===== src/rtl/grn_pkg.sv =====
// Shared types and default sizes for the gene-regulatory-network step sequencer.
package grn_pkg;

  localparam int GRN_N_NODES = 16;
  localparam int GRN_CNT_W   = 16;

  typedef enum logic [2:0] {
    IDLE,
    LOAD,
    S0,
    S1,
    CHECK,
    DONE
  } grn_seq_state_t;

endpackage


===== src/rtl/grn_step_tracker.sv =====
// Step counter plus previous-state register and fixed-point comparator.
module grn_step_tracker
  import grn_pkg::*;
#(
  parameter int N_NODES = GRN_N_NODES,
  parameter int CNT_W   = GRN_CNT_W
) (
  input  logic               clk,
  input  logic               rst,
  input  logic               clear,
  input  logic               load,
  input  logic               capture,
  input  logic [N_NODES-1:0] init_vec,
  input  logic [N_NODES-1:0] state_vec,
  input  logic [CNT_W-1:0]   max_steps,
  output logic [CNT_W-1:0]   count,
  output logic [N_NODES-1:0] prev_vec,
  output logic               fixed,
  output logic               match,
  output logic               limit
);

  logic [CNT_W-1:0] count_inc;

  // count < max_steps whenever a capture happens, so count_inc cannot wrap
  assign count_inc = count + CNT_W'(1);
  assign match     = (state_vec == prev_vec);
  assign limit     = (count_inc == max_steps);

  always_ff @(posedge clk) begin
    if (rst) begin
      count    <= '0;
      prev_vec <= '0;
      fixed    <= 1'b0;
    end else begin
      if (clear) begin
        count <= '0;
        fixed <= 1'b0;
      end
      if (load) begin
        prev_vec <= init_vec;
      end
      if (capture) begin
        count    <= count_inc;
        prev_vec <= state_vec;
        fixed    <= match;
      end
    end
  end

endmodule


===== src/rtl/grn_step_sequencer.sv =====
// Drives reload / two-stage update pulses to a node array until a fixed point or step limit.
module grn_step_sequencer
  import grn_pkg::*;
#(
  parameter int N_NODES = GRN_N_NODES,
  parameter int CNT_W   = GRN_CNT_W
) (
  input  logic               clk,
  input  logic               rst,
  input  logic               start,
  input  logic               abort,
  input  logic [N_NODES-1:0] init_vec,
  input  logic [CNT_W-1:0]   max_steps,
  input  logic [N_NODES-1:0] state_vec,
  output logic               reset_nos,
  output logic [N_NODES-1:0] init_state,
  output logic               start_s0,
  output logic               start_s1,
  output logic               busy,
  output logic               res_valid,
  input  logic               res_ready,
  output logic [CNT_W-1:0]   res_steps,
  output logic [N_NODES-1:0] res_state,
  output logic               res_fixed
);

  grn_seq_state_t     state_reg, state_next;
  logic [N_NODES-1:0] init_reg;
  logic [CNT_W-1:0]   max_reg;
  logic               clear, load, capture, match, limit;

  grn_step_tracker #(
    .N_NODES(N_NODES),
    .CNT_W  (CNT_W)
  ) tracker (
    .clk      (clk),
    .rst      (rst),
    .clear    (clear),
    .load     (load),
    .capture  (capture),
    .init_vec (init_reg),
    .state_vec(state_vec),
    .max_steps(max_reg),
    .count    (res_steps),
    .prev_vec (res_state),
    .fixed    (res_fixed),
    .match    (match),
    .limit    (limit)
  );

  always_ff @(posedge clk) begin
    if (rst) begin
      state_reg <= IDLE;
      init_reg  <= '0;
      max_reg   <= '0;
    end else begin
      state_reg <= state_next;
      if (state_reg == IDLE && start) begin
        init_reg <= init_vec;
        max_reg  <= max_steps;
      end
    end
  end

  always_comb begin
    state_next = state_reg;
    reset_nos  = 1'b0;
    start_s0   = 1'b0;
    start_s1   = 1'b0;
    clear      = 1'b0;
    load       = 1'b0;
    capture    = 1'b0;
    // abort suppresses every pulse and datapath update in its cycle
    if (abort && state_reg != IDLE) begin
      state_next = IDLE;
    end else begin
      case (state_reg)
        IDLE: begin
          if (start) begin
            clear      = 1'b1;
            state_next = LOAD;
          end
        end
        LOAD: begin
          reset_nos  = 1'b1;
          load       = 1'b1;
          state_next = (max_reg == '0) ? DONE : S0;
        end
        S0: begin
          start_s0   = 1'b1;
          state_next = S1;
        end
        S1: begin
          start_s1   = 1'b1;
          state_next = CHECK;
        end
        CHECK: begin
          capture    = 1'b1;
          state_next = (match || limit) ? DONE : S0;
        end
        DONE: begin
          if (res_ready) state_next = IDLE;
        end
        default: state_next = IDLE;
      endcase
    end
  end

  assign init_state = reset_nos ? init_reg : '0;
  assign busy       = (state_reg != IDLE);
  assign res_valid  = (state_reg == DONE);

endmodule


===== config.mk =====
export PLATFORM = sky130hd
export DESIGN_NAME = grn_step_sequencer
export DESIGN_NICKNAME = d
export VERILOG_FILES = /design/src/rtl/grn_pkg.sv /design/src/rtl/grn_step_tracker.sv /design/src/rtl/grn_step_sequencer.sv
export SDC_FILE = /design/constraint.sdc
export NUM_CORES = 1
export LEC_CHECK = 0
export ABC_AREA = 1
export BUFFER_PORTS_ARGS = -buffer_cell sky130_fd_sc_hd__buf_2
export CAP_MARGIN = 40
export CELL_PAD_IN_SITES_DETAIL_PLACEMENT = 1
export CELL_PAD_IN_SITES_GLOBAL_PLACEMENT = 1
export CORE_MARGIN = 4
export CORE_UTILIZATION = 36
export DETAILED_ROUTE_END_ITERATION = 8
export GPL_TIMING_DRIVEN = 1
export PLACE_DENSITY = 0.9
export SYNTH_ARGS = -nofsm -noshare
export SYNTH_HDL_FRONTEND = slang
export SYNTH_SLANG_ARGS = --single-unit

===== constraint.sdc =====
create_clock -name clk -period 2.5 [get_ports clk]
set_input_delay 0.5 -clock clk [delete_from_list [all_inputs] [get_ports clk]]
set_output_delay 0.5 -clock clk [all_outputs]
set_load 0.01 [all_outputs]

---- Yosys cells after proc, flatten, opt, wreduce, memory -nomap -nowiden ----
Cells that the tools add are included.
cells by class
  add/subtract/negate cells ............... 1
  equal/unequal tests ..................... 9
  mux-type cells .......................... 23
  reduce and logical (&&, ||, !) cells .... 10
operator list
  kind                                                             number
  16-bit two-way mux                                               5
  16-bit == test                                                   2
  3-bit one-hot mux with 6 select lines                            1
  16-bit by 1-bit adder with 16-bit output, second input constant  1
  16-bit zero test                                                 1
  1-bit two-way mux                                                13
  3-bit two-way mux                                                4
  3-bit by 2-bit == test with 1-bit output, second input constant  2
  3-bit == test, second input constant                             2
  2-bit nonzero test                                               2
  3-bit by 1-bit == test with 1-bit output, second input constant  1
  3-bit zero test                                                  1
  3-bit nonzero test                                               1
  1-bit logical AND                                                2
  2-bit by 1-bit != test with 1-bit output, second input constant  1
  2-bit != test, second input constant                             1
  2-bit AND reduction                                              1
  2-bit OR reduction                                               1
  1-bit logical OR                                                 1
word-level totals
  register bits after elaboration ......... 68
  input bits .............................. 53
  output and inout bits ................... 54
  logic and storage cells ................. 49

---- Depth between registers and ports, before layout ----
Gate-level depths: netlist of run 1.
  depth in word-level cells ............... 5
  gate-level depth with buffers ........... 16
  gate-level depth less buffers ........... 16

---- Hierarchy ----
Synthesis of run 1 repeated with hierarchy kept, for this count alone.
second synthesis, totals
  cells, all modules ...................... 543
  area total of the unflattened synthesis .. 3624.7 µm²
modules (own cells, without submodules)
  module              instances  cells each  area an instance (µm²)
  grn_step_tracker    1          330         2144.6
  grn_step_sequencer  1          213         1480.2

---- Worst setup path before layout of run 1 ----
No wires, ideal clock.
  path kind ............................... register to output
  start point ............................. register state_reg[0]
  end point ............................... output init_state[11]
  data arrival time ....................... 1373 ps
  setup slack ............................. 627 ps
  cell stages (with the launch flop) ...... 8
  path buffers ............................ 1
  path through ............................ dfxtp_1 > inv_1 > nor2_1 > nand2_1 > nor2_1 > inv_2 > clkbuf_1 > nor2_1
between the ends
  cells in the longest elaborated chain, start to end .. 4
  elaborated cells on any way between the ends .. 6
  classes of those cells .................. 1 x eq/ne; 3 x mux; 2 x reduce/logical
RTL lines
  element                                                                                RTL line                                            RTL
  start: declaration                                                                     grn_step_sequencer.sv:27                            grn_seq_state_t state_reg, state_next;
  start signal: assignment                                                               grn_step_sequencer.sv:57                            state_reg <= state_next;
  3-bit by 1-bit == test with 1-bit output / 3-bit nonzero test (equally long branches)  grn_step_sequencer.sv:77, grn_step_sequencer.sv:74
  1-bit two-way mux / 1-bit logical AND (equally long branches)                          grn_step_sequencer.sv:77, grn_step_sequencer.sv:74
  1-bit two-way mux *                                                                    grn_step_sequencer.sv:74                            if (abort && state_reg != IDLE) begin
  net reset_nos                                                                          grn_step_sequencer.sv:15                            output logic reset_nos,
  16-bit two-way mux *                                                                   grn_step_sequencer.sv:109                           assign init_state = reset_nos ? init_reg : '0;
  end: declaration                                                                       grn_step_sequencer.sv:16                            output logic [N_NODES-1:0] init_state,
Mark *: on every way through the listed nets, which the timed path passes. The rest lies on a longest branch.

---- Final worst setup path of run 1 ----
  start point ............................. register state_reg[0]
  end point ............................... output init_state[0]
between the ends
  cells in the longest elaborated chain, start to end .. 4
  elaborated cells on any way between the ends .. 6
  classes of those cells .................. 1 x eq/ne; 3 x mux; 2 x reduce/logical
RTL lines
  element                                                                                RTL line
  3-bit by 1-bit == test with 1-bit output / 3-bit nonzero test (equally long branches)  grn_step_sequencer.sv:77, grn_step_sequencer.sv:74
  1-bit two-way mux / 1-bit logical AND (equally long branches)                          grn_step_sequencer.sv:77, grn_step_sequencer.sv:74
  1-bit two-way mux *                                                                    grn_step_sequencer.sv:74
  16-bit two-way mux *                                                                   grn_step_sequencer.sv:109
Every way passes the cells marked *; elsewhere a longest branch is shown, timed or not.

==> results_dict.tcl, run 1 <==
set metrics [dict create \
    setup_viol 0 \
    final_antenna_net_count 0 \
    die_area_um2 11600 \
    fillers 1331 \
    cts_tree "yes" \
    power_density_nw_per_um2 651 \
    ys_seq_area_frac 0.381 \
    worstMarginPinSlew_ns 0.616 \
    ys_warn_count 0 \
    crit_type "register to output pin" \
    rsz0062_at_grt "no" \
    die_w_um 108 \
    post_drt_wl_per_cell_um 16.4 \
    ys_ff_latch 68 \
    dp_hpwl_um 9470 \
    crit_arrival_ns 1.82 \
    synth_area_um2 3570 \
    post-route-worst-setup-slack_ns 0.182 \
    total_power_mw 2.90 \
    track_usage 0.226 \
    area_growth_pct 24.7 \
    fin_setup_tns_ns 0 \
    skew_ns 0.00606 \
    syn_nets 586 \
    worstPathRequired_ns 2.00 \
    status "complete, no violations" \
    drc 0 \
    num_antenna_cells 0 \
    p_leak_nw 1.94 \
    finalCritPeriodShare 0.927 \
    hold_viol 0 \
    post-route-min-period_ns 2.32 \
    root_buffer "clkbuf_8" \
    clock.fmax_mhz 431 \
    cts.hold.buffers_added 0 \
    drv_slew 0 \
    num-nets-final 690 \
    synth_cells 532 \
    viasPerCell 5.21 \
    ctsResizeCount 0 \
    core_um2 9730 \
    place.gp.congestion 0.918 \
    antenna_found_initial 0 \
    ir_worst_vdd_uv 307 \
    clkSlewWorstSetupHoldPaths_ns 0.08 \
    cts_setup_buffers 0 \
    drt_iter0_drc 127 \
    clk_latency_ns 0.34 \
    die_height_um 108 \
    hp-class "input pin to register" \
    numClockSinks 68 \
    vias 4029 \
    portBuffers 106 \
    cts_max_path_buffers 2 \
    synth_cell_types 29 \
    drt_first_pass_iters 4 \
    start_util 0.367 \
    endpoint_kind "output pin" \
    grt_pass1_vias 4318 \
    max_cap_violations 0 \
    grt_pass1_wl_um 20900 \
    postSynthAreaPerCell_um2 6.71 \
    cp_max_fo 17 \
    grt_overflow 0 \
    startpoint_type "register" \
    pre_cts_ws_ns 0.293 \
    drive_gt1_frac 0.226 \
    grt_max_degree 65 \
    std_cell_rows 36 \
    htree_levels 3 \
    cts_buffers 9 \
    io_pins 107 \
    slew_headroom 0.589 \
    drt_wl_total_um 12700 \
]
==> stage by stage <==
step / hold slack [ns] / util / instance area [µm²] / std cells
finish: 0.437 / 0.457 / 4450 / 774
global route: 0.429 / 0.457 / 4450 / 774
CTS: 0.423 / 0.457 / 4450 / 774
detailed placement: 0.446 / 0.436 / 4250 / 758
global placement: 0.438 / 0.436 / 4250 / 758
floorplan: 0.430 / - / 3570 / 532
==> kinds of logic after synthesis <==
kind of cell             share of synthesized area
buffers and inverters                        0.107
AO/OA/AOI/OAI                                0.170
flip-flops                                   0.381
AND/OR/NAND/NOR                              0.285
XOR/XNOR                                    0.0529
adder cells (fa/ha/maj)                    0.00351
==> where the power goes <==
part | total, mW | switching, mW | internal [mW] | leakage (nW)
logic | 0.663 | 0.438 | 0.225 | 1.28
registers | 1.28 | 0.0811 | 1.20 | 0.556
clock network | 0.950 | 0.437 | 0.513 | 0.102
total | 2.90 | 0.956 | 1.94 | 1.94
==> path summary, 6_finish.rpt <==
kind,startpoint,to,slack (ns),cells after the start
hold / removal,init_vec[14],init_reg[14],0.44,3
hold reg to reg,init_reg[14],init_reg[14],0.45,2
setup reg to reg,tracker.count[0],state_reg[0],0.20,15
setup / recovery,state_reg[0],init_state[0],0.18,7
==> synthesized netlist by cell type <==
cell type | count | area share
inv_1 | 76 | 0.080
nor2_4 | 4 | 0.013
o21ai_2 | 1 | 0.0025
xnor2_1 | 17 | 0.042
nand2_1 | 121 | 0.13
clkbuf_1 | 17 | 0.018
buf_4 | 1 | 0.0021
xor2_1 | 2 | 0.0049
a32o_1 | 5 | 0.014
buf_2 | 3 | 0.0042
nor3_2 | 1 | 0.0028
a21oi_2 | 1 | 0.0025
xnor3_1 | 1 | 0.0063
nor2_2 | 2 | 0.0035
ha_1 | 1 | 0.0035
o2111ai_1 | 1 | 0.0025
dfxtp_1 | 68 | 0.38
nor2_1 | 39 | 0.041
o21ai_0 | 41 | 0.058
nand3_1 | 46 | 0.065
o21ai_1 | 1 | 0.0014
nand2_2 | 1 | 0.0018
nor3_1 | 1 | 0.0014
or2_2 | 1 | 0.0018
a21oi_1 | 49 | 0.069
inv_2 | 3 | 0.0032
nor4_1 | 4 | 0.0070
nand4_1 | 12 | 0.021
a31oi_1 | 12 | 0.021
==> cell usage in the layout, fill, tap and decap left out, drive strengths merged, types with 2 or more instances in the layout <==
cell type and count:
nor4 4, nor2 45, nand4 12, inv 79, nor3 2, a21oi 50
clkinv 2, dfxtp 68, xnor2 17, xor2 2, clkbuf 12, a31oi 12
o21ai 43, buf 114, nand2 122, a32o 5, nand3 46
==> layout make-up <==
cell class                 instances  area [µm²]  share of cell area
clock buffer                      12         155              0.0349
timing repair buffer             114         591               0.133
inverter                          79         297              0.0666
tap                              133         166              0.0374
clock inverter                     4        47.5              0.0107
multi-input combinational        364        1830               0.412
sequential                        68        1360               0.306
==> routing by layer <==
layer / part of all wire / wire length [µm] / global-route usage / vias up
li1: - / - / - / 1934
met1: 0.43 / 5450 / 0.272 / 1942
met2: 0.49 / 6230 / 0.395 / 130
met3: 0.059 / 742 / 0.0468 / 23
met4: 0.019 / 244 / 0.0866 / 0
met5: 0 / 0 / 0 / -
==> worst max-delay path, stage by stage, from the launching register on <==
cell,delay (ns)
dfxtp_1,0.38
inv_1,0.08
nor2_1,0.18
nand2_1,0.10
nor2_1,0.16
inv_2,0.17
nor2_1,0.23
buf_2,0.18
Power figures use the tool's default switching activity.
==> inputs of run 2 (changes only) <==
--- a/config.mk
+++ b/config.mk
@@ -6,15 +6,15 @@
 export NUM_CORES = 1
 export LEC_CHECK = 0
 export ABC_AREA = 1
-export BUFFER_PORTS_ARGS = -buffer_cell sky130_fd_sc_hd__buf_2
 export CAP_MARGIN = 40
 export CELL_PAD_IN_SITES_DETAIL_PLACEMENT = 1
 export CELL_PAD_IN_SITES_GLOBAL_PLACEMENT = 1
 export CORE_MARGIN = 4
-export CORE_UTILIZATION = 36
+export CORE_UTILIZATION = 40
 export DETAILED_ROUTE_END_ITERATION = 8
+export DONT_BUFFER_PORTS = 1
 export GPL_TIMING_DRIVEN = 1
-export PLACE_DENSITY = 0.9
+export PLACE_DENSITY = 0.82
 export SYNTH_ARGS = -nofsm -noshare
 export SYNTH_HDL_FRONTEND = slang
 export SYNTH_SLANG_ARGS = --single-unit
==> run 2 against run 1 <==
Against the previous run:
- combinational power is 13% lower
- highest routed layer unchanged
- hold slack lost 0.22 ns
- non-clock buffer count decreased by 104
- die area shrank 9.3%
- final cell count fell by 17%
- register-to-register slack improved by 0.03 ns
- clock-buffer cell count down 1
- setup slack gained 0.050 ns
- sequential share of layout area is 3.4 points higher
==> results_dict.tcl, run 2 (synthesis results as in run 1) <==
set metrics [dict create \
    crit_end "state_reg[0]" \
    startpoint_type "register" \
    root_buffer "clkbuf_8" \
    post_drt_wl_per_cell_um 17.7 \
    grt_overflow 0 \
    clkSlewWorstSetupHoldPaths_ns 0.08 \
    antenna_found_initial 0 \
    portBuffers 0 \
    track_usage 0.225 \
    p_leak_nw 1.47 \
    die_area_um2 10500 \
    total_power_mw 3.02 \
    mostFrequentLayoutCell "nand2_1" \
    drc 0 \
    rsz0062_at_grt "no" \
    numClockSinks 68 \
    clk_latency_ns 0.35 \
    max_cap_violations 0 \
    cts_tree "yes" \
    vias 3496 \
    io_pins 107 \
    place.gp.congestion 0.857 \
    hold_viol 0 \
    drt_wl_total_um 11400 \
    num-nets-final 586 \
    std_cell_rows 34 \
    reg2reg_from "tracker.count[1]" \
    slew_headroom 0.590 \
    skew_ns 0.0131 \
    area_growth_pct 12.3 \
    ir_worst_vdd_uv 336 \
    cts_buffers 9 \
    finalCritPeriodShare 0.907 \
    reg2regPathDepth 15 \
    clock.fmax_mhz 441 \
    grt_pass1_wl_um 18400 \
    stdcell_area_um2 4010 \
    die_w_um 102 \
    post-route-min-period_ns 2.27 \
    dp_hpwl_um 8580 \
    cts_setup_buffers 0 \
    final_cell_mix "nand2_1, inv_1, dfxtp_1" \
    endpoint_kind "register" \
    drive_gt1_frac 0.110 \
    drt_iter0_drc 99 \
    power_density_nw_per_um2 753 \
    hp-class "input pin to register" \
    die_height_um 102 \
    final_antenna_net_count 0 \
    placed_area_um2 3710 \
    cts_max_path_buffers 2 \
    cp_max_fo 5 \
    grt_pass1_vias 3710 \
    fin_setup_tns_ns 0 \
    drt_first_pass_iters 4 \
    worstPathRequired_ns 2.78 \
    htree_levels 3 \
    drv_slew 0 \
    cp-startpoint "tracker.count[1]" \
    num_antenna_cells 0 \
    core_um2 8720 \
    r2r_end "state_reg[0]" \
    setup_viol 0 \
    status "complete, no violations" \
    ctsResizeCount 0 \
    worstMarginPinSlew_ns 0.614 \
    hold-worst-slack_ns 0.215 \
    start_util 0.409 \
    grt_max_degree 47 \
    viasPerCell 5.42 \
    regToRegSetupSlack_ns 0.23 \
    crit_type "register to register" \
    crit_arrival_ns 2.54 \
    cts.hold.buffers_added 0 \
]
[run 2: metrics by stage]
stage | std cells | worst slack [ns] | utilization
finish | 645 | 0.232 | 0.460
global route | 645 | 0.0489 | 0.460
CTS | 645 | 0.0450 | 0.454
detailed placement | 629 | 0.281 | 0.426
global placement | 629 | 0.400 | 0.426
floorplan | 532 | 0.627 | -
[run 2: area by class of cell]
type	instances	area (µm²)
timing repair buffer	10	87.6
sequential	68	1360
clock buffer	11	141
clock inverter	5	108
fill	1137	4710
multi-input combinational	364	1870
inverter	79	299
tap	108	135
[run 2: how the worst min path moves through the flow]
stage	start	endpoint	slack, ns	cells past startpoint
finish	rst	tracker.prev_vec[5]	0.22	1
global route	rst	tracker.prev_vec[9]	0.19	1
CTS	rst	tracker.prev_vec[5]	0.20	1
detailed placement	init_reg[12]	init_reg[12]	0.45	2
global placement	init_reg[11]	init_reg[11]	0.44	2
floorplan	init_reg[0]	init_reg[0]	0.43	2
[run 2: critical path: stages, from the launching register on]
cell     delay, ns
dfxtp_1       0.48
ha_1          0.27
nand3_1       0.13
nor2_1        0.23
nand2_1       0.13
nand2_1       0.10
nand2_1       0.06
nand2_1       0.06
nand4_1       0.08
nor2_1        0.15
nand3_1       0.12
nand2_1       0.07
nand2_1       0.06
nand2_1       0.06
nand2_1       0.07
a21oi_2       0.12
[run 2: layer usage]
layer	track usage	wire [µm]	vias up
met3	0.0751	910	21
met4	0.0898	195	0
met5	0	0	-
met1	0.264	4730	1639
li1	-	-	1732
met2	0.378	5610	104
[run 2: where the power goes]
group | leakage [nW] | internal [mW] | switching [mW] | total [mW]
logic | 0.793 | 0.184 | 0.392 | 0.576
registers | 0.556 | 1.20 | 0.0906 | 1.29
clock network | 0.124 | 0.696 | 0.453 | 1.15
